File: src/rtl/hash_search_ctrl.sv
// hash_search_ctrl
//   Sequencing controller for the micro_ucr_hash datapath. It accepts a search
//   job (96-bit block + 8-bit target), issues one nonce per cycle to a hash core
//   with CORE_LAT cycles of latency, and tracks in-flight nonces in a tag pipe.
//   It reports the first (lowest) matching nonce, or exhaustion at NONCE_MAX.
//
// Optional feature macro: HASH_SEARCH_ABORT_EN
//   When defined, it adds the `abort` input, which ends an ISSUE/DRAIN search early
//   with res_found=0, res_nonce=last issued nonce and res_hash=0.
//
// Ports
//   clk, reset            clock; asynchronous active-low reset
//   job_valid/job_ready   job handshake; job_bloque (96b), job_target (8b)
//   core_bloque           latched block to the core
//   core_nonce/core_issue nonce to the core; core_issue marks a live issue
//   core_hash             core result, CORE_LAT cycles after the issue
//   abort                 (HASH_SEARCH_ABORT_EN only) stop the running search
//   res_valid/res_ready   result handshake; res_found, res_nonce, res_hash
//   busy                  high while issuing or draining
module hash_search_ctrl #(
    parameter int unsigned CORE_LAT  = 1,
    parameter logic [31:0] NONCE_MAX = 32'hFFFF_FFFF
) (
    input  logic        clk,
    input  logic        reset,
    input  logic        job_valid,
    output logic        job_ready,
    input  logic [95:0] job_bloque,
    input  logic [7:0]  job_target,
    output logic [95:0] core_bloque,
    output logic [31:0] core_nonce,
    output logic        core_issue,
    input  logic [23:0] core_hash,
`ifdef HASH_SEARCH_ABORT_EN
    input  logic        abort,
`endif
    output logic        res_valid,
    input  logic        res_ready,
    output logic        res_found,
    output logic [31:0] res_nonce,
    output logic [23:0] res_hash,
    output logic        busy
);

    localparam logic [1:0] ST_IDLE  = 2'd0;
    localparam logic [1:0] ST_ISSUE = 2'd1;
    localparam logic [1:0] ST_DRAIN = 2'd2;
    localparam logic [1:0] ST_DONE  = 2'd3;

    logic [1:0]  state_q, state_d;
    logic [31:0] cnt_q, cnt_d;
    logic [7:0]  target_q, target_d;
    logic [95:0] bloque_q, bloque_d;
    logic        ready_q;
    logic        found_q, found_d;
    logic [31:0] rnonce_q, rnonce_d;
    logic [23:0] rhash_q, rhash_d;

    // Tag pipe: stage CORE_LAT-1 lines up with the core_hash of that nonce.
    logic [CORE_LAT-1:0]       tag_valid_q, tag_valid_d;
    logic [CORE_LAT-1:0][31:0] tag_nonce_q, tag_nonce_d;

    logic        tag_out_valid;
    logic [31:0] tag_out_nonce;
    logic        hit;
    logic        pipe_busy;
    logic        flush;
    logic        abort_req;
    logic        unused_hash_lo;

`ifdef HASH_SEARCH_ABORT_EN
    assign abort_req = abort;
`else
    assign abort_req = 1'b0;
`endif

    // The low hash byte does not take part in the match test.
    assign unused_hash_lo = ^core_hash[7:0];

    assign tag_out_valid = tag_valid_q[CORE_LAT-1];
    assign tag_out_nonce = tag_nonce_q[CORE_LAT-1];
    assign hit = tag_out_valid && (core_hash[23:16] < target_q) && (core_hash[15:8] < target_q);

    // A valid tag anywhere before the output stage means results are still due.
    always_comb begin
        pipe_busy = 1'b0;
        for (int i = 0; i < int'(CORE_LAT) - 1; i++) begin
            pipe_busy = pipe_busy | tag_valid_q[i];
        end
    end

    assign job_ready   = ready_q;
    assign core_bloque = bloque_q;
    assign core_nonce  = cnt_q;
    assign core_issue  = (state_q == ST_ISSUE);
    assign res_valid   = (state_q == ST_DONE);
    assign res_found   = found_q;
    assign res_nonce   = rnonce_q;
    assign res_hash    = rhash_q;
    assign busy        = (state_q == ST_ISSUE) || (state_q == ST_DRAIN);

    always_comb begin
        state_d  = state_q;
        cnt_d    = cnt_q;
        target_d = target_q;
        bloque_d = bloque_q;
        found_d  = found_q;
        rnonce_d = rnonce_q;
        rhash_d  = rhash_q;
        flush    = 1'b0;

        case (state_q)
            ST_IDLE: begin
                if (job_valid && ready_q) begin
                    state_d  = ST_ISSUE;
                    cnt_d    = 32'd0;
                    target_d = job_target;
                    bloque_d = job_bloque;
                end
            end
            ST_ISSUE: begin
                // The counter parks at NONCE_MAX so it never wraps.
                if (cnt_q == NONCE_MAX) begin
                    state_d = ST_DRAIN;
                end else begin
                    cnt_d = cnt_q + 32'd1;
                end
            end
            ST_DRAIN: begin
                // The last tag (NONCE_MAX) is at the output this cycle.
                if (!pipe_busy) begin
                    state_d  = ST_DONE;
                    found_d  = 1'b0;
                    rnonce_d = NONCE_MAX;
                    rhash_d  = tag_out_valid ? core_hash : 24'h0;
                end
            end
            ST_DONE: begin
                if (res_ready) begin
                    state_d = ST_IDLE;
                end
            end
            default: state_d = ST_IDLE;
        endcase

        // A match outranks both exhaustion and abort in the same cycle.
        if ((state_q == ST_ISSUE) || (state_q == ST_DRAIN)) begin
            if (hit) begin
                state_d  = ST_DONE;
                found_d  = 1'b1;
                rnonce_d = tag_out_nonce;
                rhash_d  = core_hash;
                flush    = 1'b1;
            end else if (abort_req) begin
                state_d  = ST_DONE;
                found_d  = 1'b0;
                rnonce_d = cnt_q;
                rhash_d  = 24'h0;
                flush    = 1'b1;
            end
        end
    end

    always_comb begin
        tag_valid_d    = tag_valid_q;
        tag_nonce_d    = tag_nonce_q;
        tag_valid_d[0] = core_issue;
        tag_nonce_d[0] = cnt_q;
        for (int i = 1; i < int'(CORE_LAT); i++) begin
            tag_valid_d[i] = tag_valid_q[i-1];
            tag_nonce_d[i] = tag_nonce_q[i-1];
        end
        if (flush) begin
            tag_valid_d = '0;
        end
    end

    always_ff @(posedge clk or negedge reset) begin
        if (!reset) begin
            state_q     <= ST_IDLE;
            cnt_q       <= 32'd0;
            target_q    <= 8'd0;
            bloque_q    <= 96'd0;
            ready_q     <= 1'b0;
            found_q     <= 1'b0;
            rnonce_q    <= 32'd0;
            rhash_q     <= 24'd0;
            tag_valid_q <= '0;
            tag_nonce_q <= '0;
        end else begin
            state_q     <= state_d;
            cnt_q       <= cnt_d;
            target_q    <= target_d;
            bloque_q    <= bloque_d;
            ready_q     <= (state_d == ST_IDLE);
            found_q     <= found_d;
            rnonce_q    <= rnonce_d;
            rhash_q     <= rhash_d;
            tag_valid_q <= tag_valid_d;
            tag_nonce_q <= tag_nonce_d;
        end
    end

endmodule
File: config.mk
export PLATFORM = sky130hd
export DESIGN_NAME = hash_search_ctrl
export DESIGN_NICKNAME = d
export VERILOG_FILES = /design/src/rtl/hash_search_ctrl.sv
export SDC_FILE = /design/constraint.sdc
export NUM_CORES = 1
export LEC_CHECK = 0
export ABC_AREA = 1
export BUFFER_PORTS_ARGS = -buffer_cell sky130_fd_sc_hd__buf_2
export CORE_MARGIN = 3
export CORE_UTILIZATION = 46
export DETAILED_ROUTE_END_ITERATION = 8
export GPL_TIMING_DRIVEN = 0
export PLACE_DENSITY = 0.78
export SYNTH_ARGS = -nofsm -noshare
export SYNTH_HDL_FRONTEND = slang
export SYNTH_SLANG_ARGS = --single-unit
File: constraint.sdc
create_clock -name clk -period 1.9 [get_ports clk]
set_clock_uncertainty 0.2 [all_clocks]
set_input_delay 0.475 -clock clk [delete_from_list [all_inputs] [get_ports clk]]
set_output_delay 0.475 -clock clk [all_outputs]
set_load 0.02 [all_outputs]
# ---- After elaboration in Yosys (flattened, before gate mapping)
# Index checks and enable logic that the tools add are counted.
dict set report totals {
  reg_bits 229
  output_inout_bits 189
  wordCells 50
}
dict set report op_classes {
  add_sub_neg 1
  magnitude_cmp 2
  eq_ne 6
  mux 22
  n_reduce_logical 9
}
# cell count
set ops {}
lappend ops {{32-bit two-way mux} 5}
lappend ops {{24-bit two-way mux} 4}
lappend ops {{32-bit case mux with 2 select lines} 1}
lappend ops {{32-bit by 1-bit adder with 32-bit output, second input constant} 1}
lappend ops {{32-bit equality test, second input constant} 1}
lappend ops {{8-bit less-than comparator} 2}
lappend ops {{2-bit two-way mux} 5}
lappend ops {{2-bit case mux with 4 select lines} 1}
lappend ops {{1-bit two-way mux} 6}
lappend ops {{2-bit equality test, second input constant} 2}
lappend ops {{2-bit zero test} 2}
lappend ops {{2-bit != test, second input constant} 2}
lappend ops {{1-bit logical AND} 3}
lappend ops {{3-bit AND reduction} 1}
lappend ops {{2-bit by 1-bit equality test with 1-bit output, second input constant} 1}
lappend ops {{2-bit AND reduction} 1}
lappend ops {{2-bit nonzero test} 1}
lappend ops {{1-bit logical OR} 1}

# ---- Depth between registers and ports, before layout
dict set report logic_depth {
  depth_word 6
  mapped_depth 13
}

# ---- Worst setup path after synthesis
# Ideal clock, no wire load.
dict set report synth_timing {
  path_type {reg-to-reg}
  from {register state_q[1]}
  to {register rnonce_q[10], in the netlist res_nonce[10]}
  setup_ps 120
  t_arrival_ps 1788
  path_slack_ps -207
  path_stages_with_launch 12
  path_buffers 2
  synth_period_minus_slack_ps 2107
  cell_sequence {dfrtp_1 -> inv_1 -> ha_1 -> nand2_1 -> nor3_1 -> nand3_1 -> nor2_1 -> nand3_1 -> buf_2 -> clkbuf_1 -> o21ai_0 -> inv_1}
}
dict set report synth_between {
  word_cells_on_any_way 6
}
# item line
set synth_rtl {}
lappend synth_rtl {{start: declaration} 50} ;# logic [1:0] state_q, state_d;
lappend synth_rtl {{start signal: assignment} 191} ;# state_q <= state_d;
lappend synth_rtl {{2-bit by 1-bit equality test with 1-bit output / 2-bit equality test (equally long branches)} n/a}
lappend synth_rtl {{1-bit logical OR (*)} n/a}
lappend synth_rtl {{net busy} 42} ;# output logic busy
lappend synth_rtl {{32-bit two-way mux (*)} 147} ;# if ((state_q == ST_ISSUE) || (state_q == ST_DRAIN)) begin
lappend synth_rtl {{net rnonce_d[10]} 56} ;# logic [31:0] rnonce_q, rnonce_d;
lappend synth_rtl {{end signal: assignment} 197} ;# rnonce_q <= rnonce_d;
lappend synth_rtl {{end: declaration} 56}
# Mark *: on every way through the listed nets, which the timed path passes. The rest lies on a longest branch.
# A chain may end at the register's enable or synchronous reset.

# ---- Final worst setup path
dict set report layout_timing {
  from {register target_q[6]}
  to {register rnonce_q[20], in the netlist res_nonce[20]}
}
dict set report layout_between {
  elab_chain_len 5
  word_cells_on_any_way 6
}
# item line
set layout_lines {}
lappend layout_lines {{start: declaration} 52} ;# logic [7:0] target_q, target_d;
lappend layout_lines {{start signal: assignment} 193} ;# target_q <= target_d;
lappend layout_lines {{8-bit less-than comparator} 82} ;# assign hit = tag_out_valid && (core_hash[23:16] < target_q) && (core_hash[15:8] < target_q);
lappend layout_lines {{1-bit logical AND} 82}
lappend layout_lines {{1-bit logical AND (*)} 82}
lappend layout_lines {{32-bit two-way mux (*)} 148} ;# if (hit) begin
lappend layout_lines {{32-bit two-way mux (*)} 147}
lappend layout_lines {{net rnonce_d[20]} 56}
# Marks and branches as above.

==> reports/metrics.yaml <==
rsz0062_at_grt: "yes"
cap_violations: 0
power_leakage_nw: 7.832
wl_um: 38320
fin_crit_sh_pct: 119.5
cts_root_buf: "clkbuf_16"
start_util_pct: 47.73
dp_cells: 1576
vias_per_cell: 5.383
violations: "hold timing, setup timing"
ctsHtreeMaxLevel: 1
yosys_warnings: 0
io_pins: 321
rows: 52
cp_num_buf_inv: 5
drtIter0Drc: 1109
drc_errors: 0
design_area_um2: 15620
grt_pass1_wl_um: 54360
netlist_area_um2: 9876
top_layer: "met4"
grt_usage_pct: 29.15
reg2reg_from: "target_q[6]"
slew_violations: 0
arrival_ns: 2.48
wl_per_cell_um: 20.87
crit_path_end_kind: "flip-flop"
clk_latency_ns: 0.53
cpLargestDelayFamily: "simple AND/OR/NAND/NOR gates"
antenna_found_initial: 6
p_per_area_nw_per_um2: 1571
cpPeakStageDelay_ns: 0.37
fillers: 1241
mappedNetlistNets: 1136
cp_max_fo: 5
firstDrtPassIters: 5
grt_max_degree: 117
die_h_um: 152.5
met3_length_um: 3250
grt_overflow: 0
dp.final_hpwl_um: 21540
worst_slew_pin_slew_ns: 0.9000
status: "complete, but fails checks"
cts_buffers: 25
dpl_cell_area_um2: 11970
final_hold_viol_count: 115
core_area_um2: 20690
fin_tns_setup_ns: -21.97
critPathLaunch: "target_q[6]"
fin_util_pct: 75.50
setup_viol: 107
globalplace.congestion: 0.9214
most-common-layout-cells: "buf_2, nand2_1, dfrtp_1, dlygate4sd3_1, nor2_1"
crit_path_cell_trace: "inv_2 > ha_1 > nand2_2 > inv_1 > nand2_1 > nand3_1 > nor2_2 > nand3_4 > clkbuf_16 > clkbuf_16 > o21ai_1 > inv_1"
synth_seq_cells: 229
cp-start-kind: "flip-flop"
drtAntennaViolNets: 0
reg2regPathDepth: 12
fin_crit_ns: 2.271
final_nets: 1692
irDropWorstVdd_mv: 1.152
syn_inst: 985
drive_above_1_share_pct: 48.14
io_buffers: 320
ys_seq_area_share_pct: 58.03
clkSinkCount: 229
yosysUniqueCellTypes: 32
r2r_end: "res_nonce[20]"
clk_path_buf_depth: 3
required_ns: 2.11
avgSynthCellArea_um2: 10.03
rrSetupSlack_ns: -0.37
areaGrowthSynthToFinish_pct: 58.18
holdWs_ns: -0.1915
hp-class: "primary input to asynchronous set/reset pin"
finalPower_mw: 24.54
final_cell_count_no_fill: 1836
postLayoutSetupSlackWorst_ns: -0.3710
seq_area_um2: 5773
cts.reportedPaths.clkPinSlew_ns: 0.07
wl_met1_um: 13530
crit_end: "res_nonce[20]"
first_global_vias: 9884
multi_input_area_um2: 4096
max_slew_margin_pct: 40.00
ctsHoldBuffers: 112
path_class: "flip-flop to flip-flop"
timing.fmax_mhz: 440.3
pre_cts_ws_ns: -0.4505
num_vias: 9883
route.met2.wl_um: 19020
layout_commonest_cell: "buf_2"
cp_num_cells: 12
die_w_um: 152.5
slowest_stage: "dfrtp_1"
cts_tree: "built"
dieArea_um2: 23260
[power by group]
part           switching (mW)  internal, mW  total (mW)
Sequential               1.03          6.62        7.64
Combinational            7.06          5.01        12.1
Clock                    2.06          2.77        4.83
[logic make-up (layout without fill, tap and decap cells)]
group	count (synthesis)	in the layout	share of synthesized area (%)
and+or+nand+nor	433	433	18.23
DFF	229	229	58.03
buffers and inverters	121	696	5.169
muxes	96	96	10.95
AOI/OAI and AO/OA	76	76	4.244
adders and majority gates	19	19	2.407
xor gates and xnor gates	11	11	0.9755
other	0	6	0
[synth_stat cells, drive strengths merged]
cell type / n / area, um^2
nand2: 253 / 1005
dfrtp: 229 / 5731
nor2: 109 / 429.2
mux2: 96 / 1081
inv: 81 / 304.0
nand3: 66 / 335.3
o21ai: 62 / 344.1
buf: 26 / 153.9
ha: 19 / 237.7
clkbuf: 13 / 48.80
a21oi: 12 / 60.06
xor2: 7 / 61.31
xnor2: 4 / 35.03
or2: 2 / 12.51
a21boi: 1 / 7.510
clkinv: 1 / 3.750
nand2b: 1 / 6.260
nand3b: 1 / 7.510
nor3: 1 / 5.000
o21a: 1 / 7.510
[worst reg2reg max path: stages, from the launching register on]
cell	delay, ns
dfrtp_1	0.37
inv_2	0.06
ha_1	0.30
nand2_2	0.09
inv_1	0.05
nand2_1	0.08
nand3_1	0.11
nor2_2	0.16
nand3_4	0.14
clkbuf_16	0.20
clkbuf_16	0.16
o21ai_1	0.17
inv_1	0.06
[repair_timing]
| action | CTS | global route |
|---|---|---|
| buffers inserted | 29 | 63 |
| pin swaps | 13 | 21 |
| gates resized for setup | 149 | 142 |
| endpoints found under the setup margin | 220 | 138 |
| cloned | 6 | 4 |
| hold endpoints to repair | 227 | 115 |
[routing by layer]
layer  global-route usage, %  vias to the layer above
met2                   50.32                      663
met1                   34.90                     4712
met3                   5.765                      228
met5                       0                        -
met4                   14.59                        0
li1                        -                     4280
[sequential cells by signal, indices dropped and copies added, names as in the netlist]
signal         flops
core_bloque       96
core_nonce        32
job_ready          1
res_found          1
res_hash          24
res_nonce         32
state_q            2
tag_nonce_q       32
tag_out_valid      1
target_q           8
[cell type report]
type,count,share of cell area [%]
Antenna cell,6,0.09612
Buffer,36,2.395
Clock buffer,35,4.565
Clock inverter,11,0.6087
Inverter,82,2.074
Multi-Input combinational cell,635,26.22
Sequential cell,229,36.96
Tap cell,270,2.163
Timing Repair Buffer,532,24.92
[worst min-delay path by stage]
stage / start / endpoint / cells past startpoint
floorplan: reset / core_bloque[0] / 0
global placement: tag_nonce_q[20] / res_nonce[20] / 2
detailed placement: tag_nonce_q[9] / res_nonce[9] / 2
CTS: reset / tag_nonce_q[16] / 1
global route: reset / res_nonce[14] / 1
finish: reset / core_nonce[16] / 1
Power figures use the tool's default switching activity.
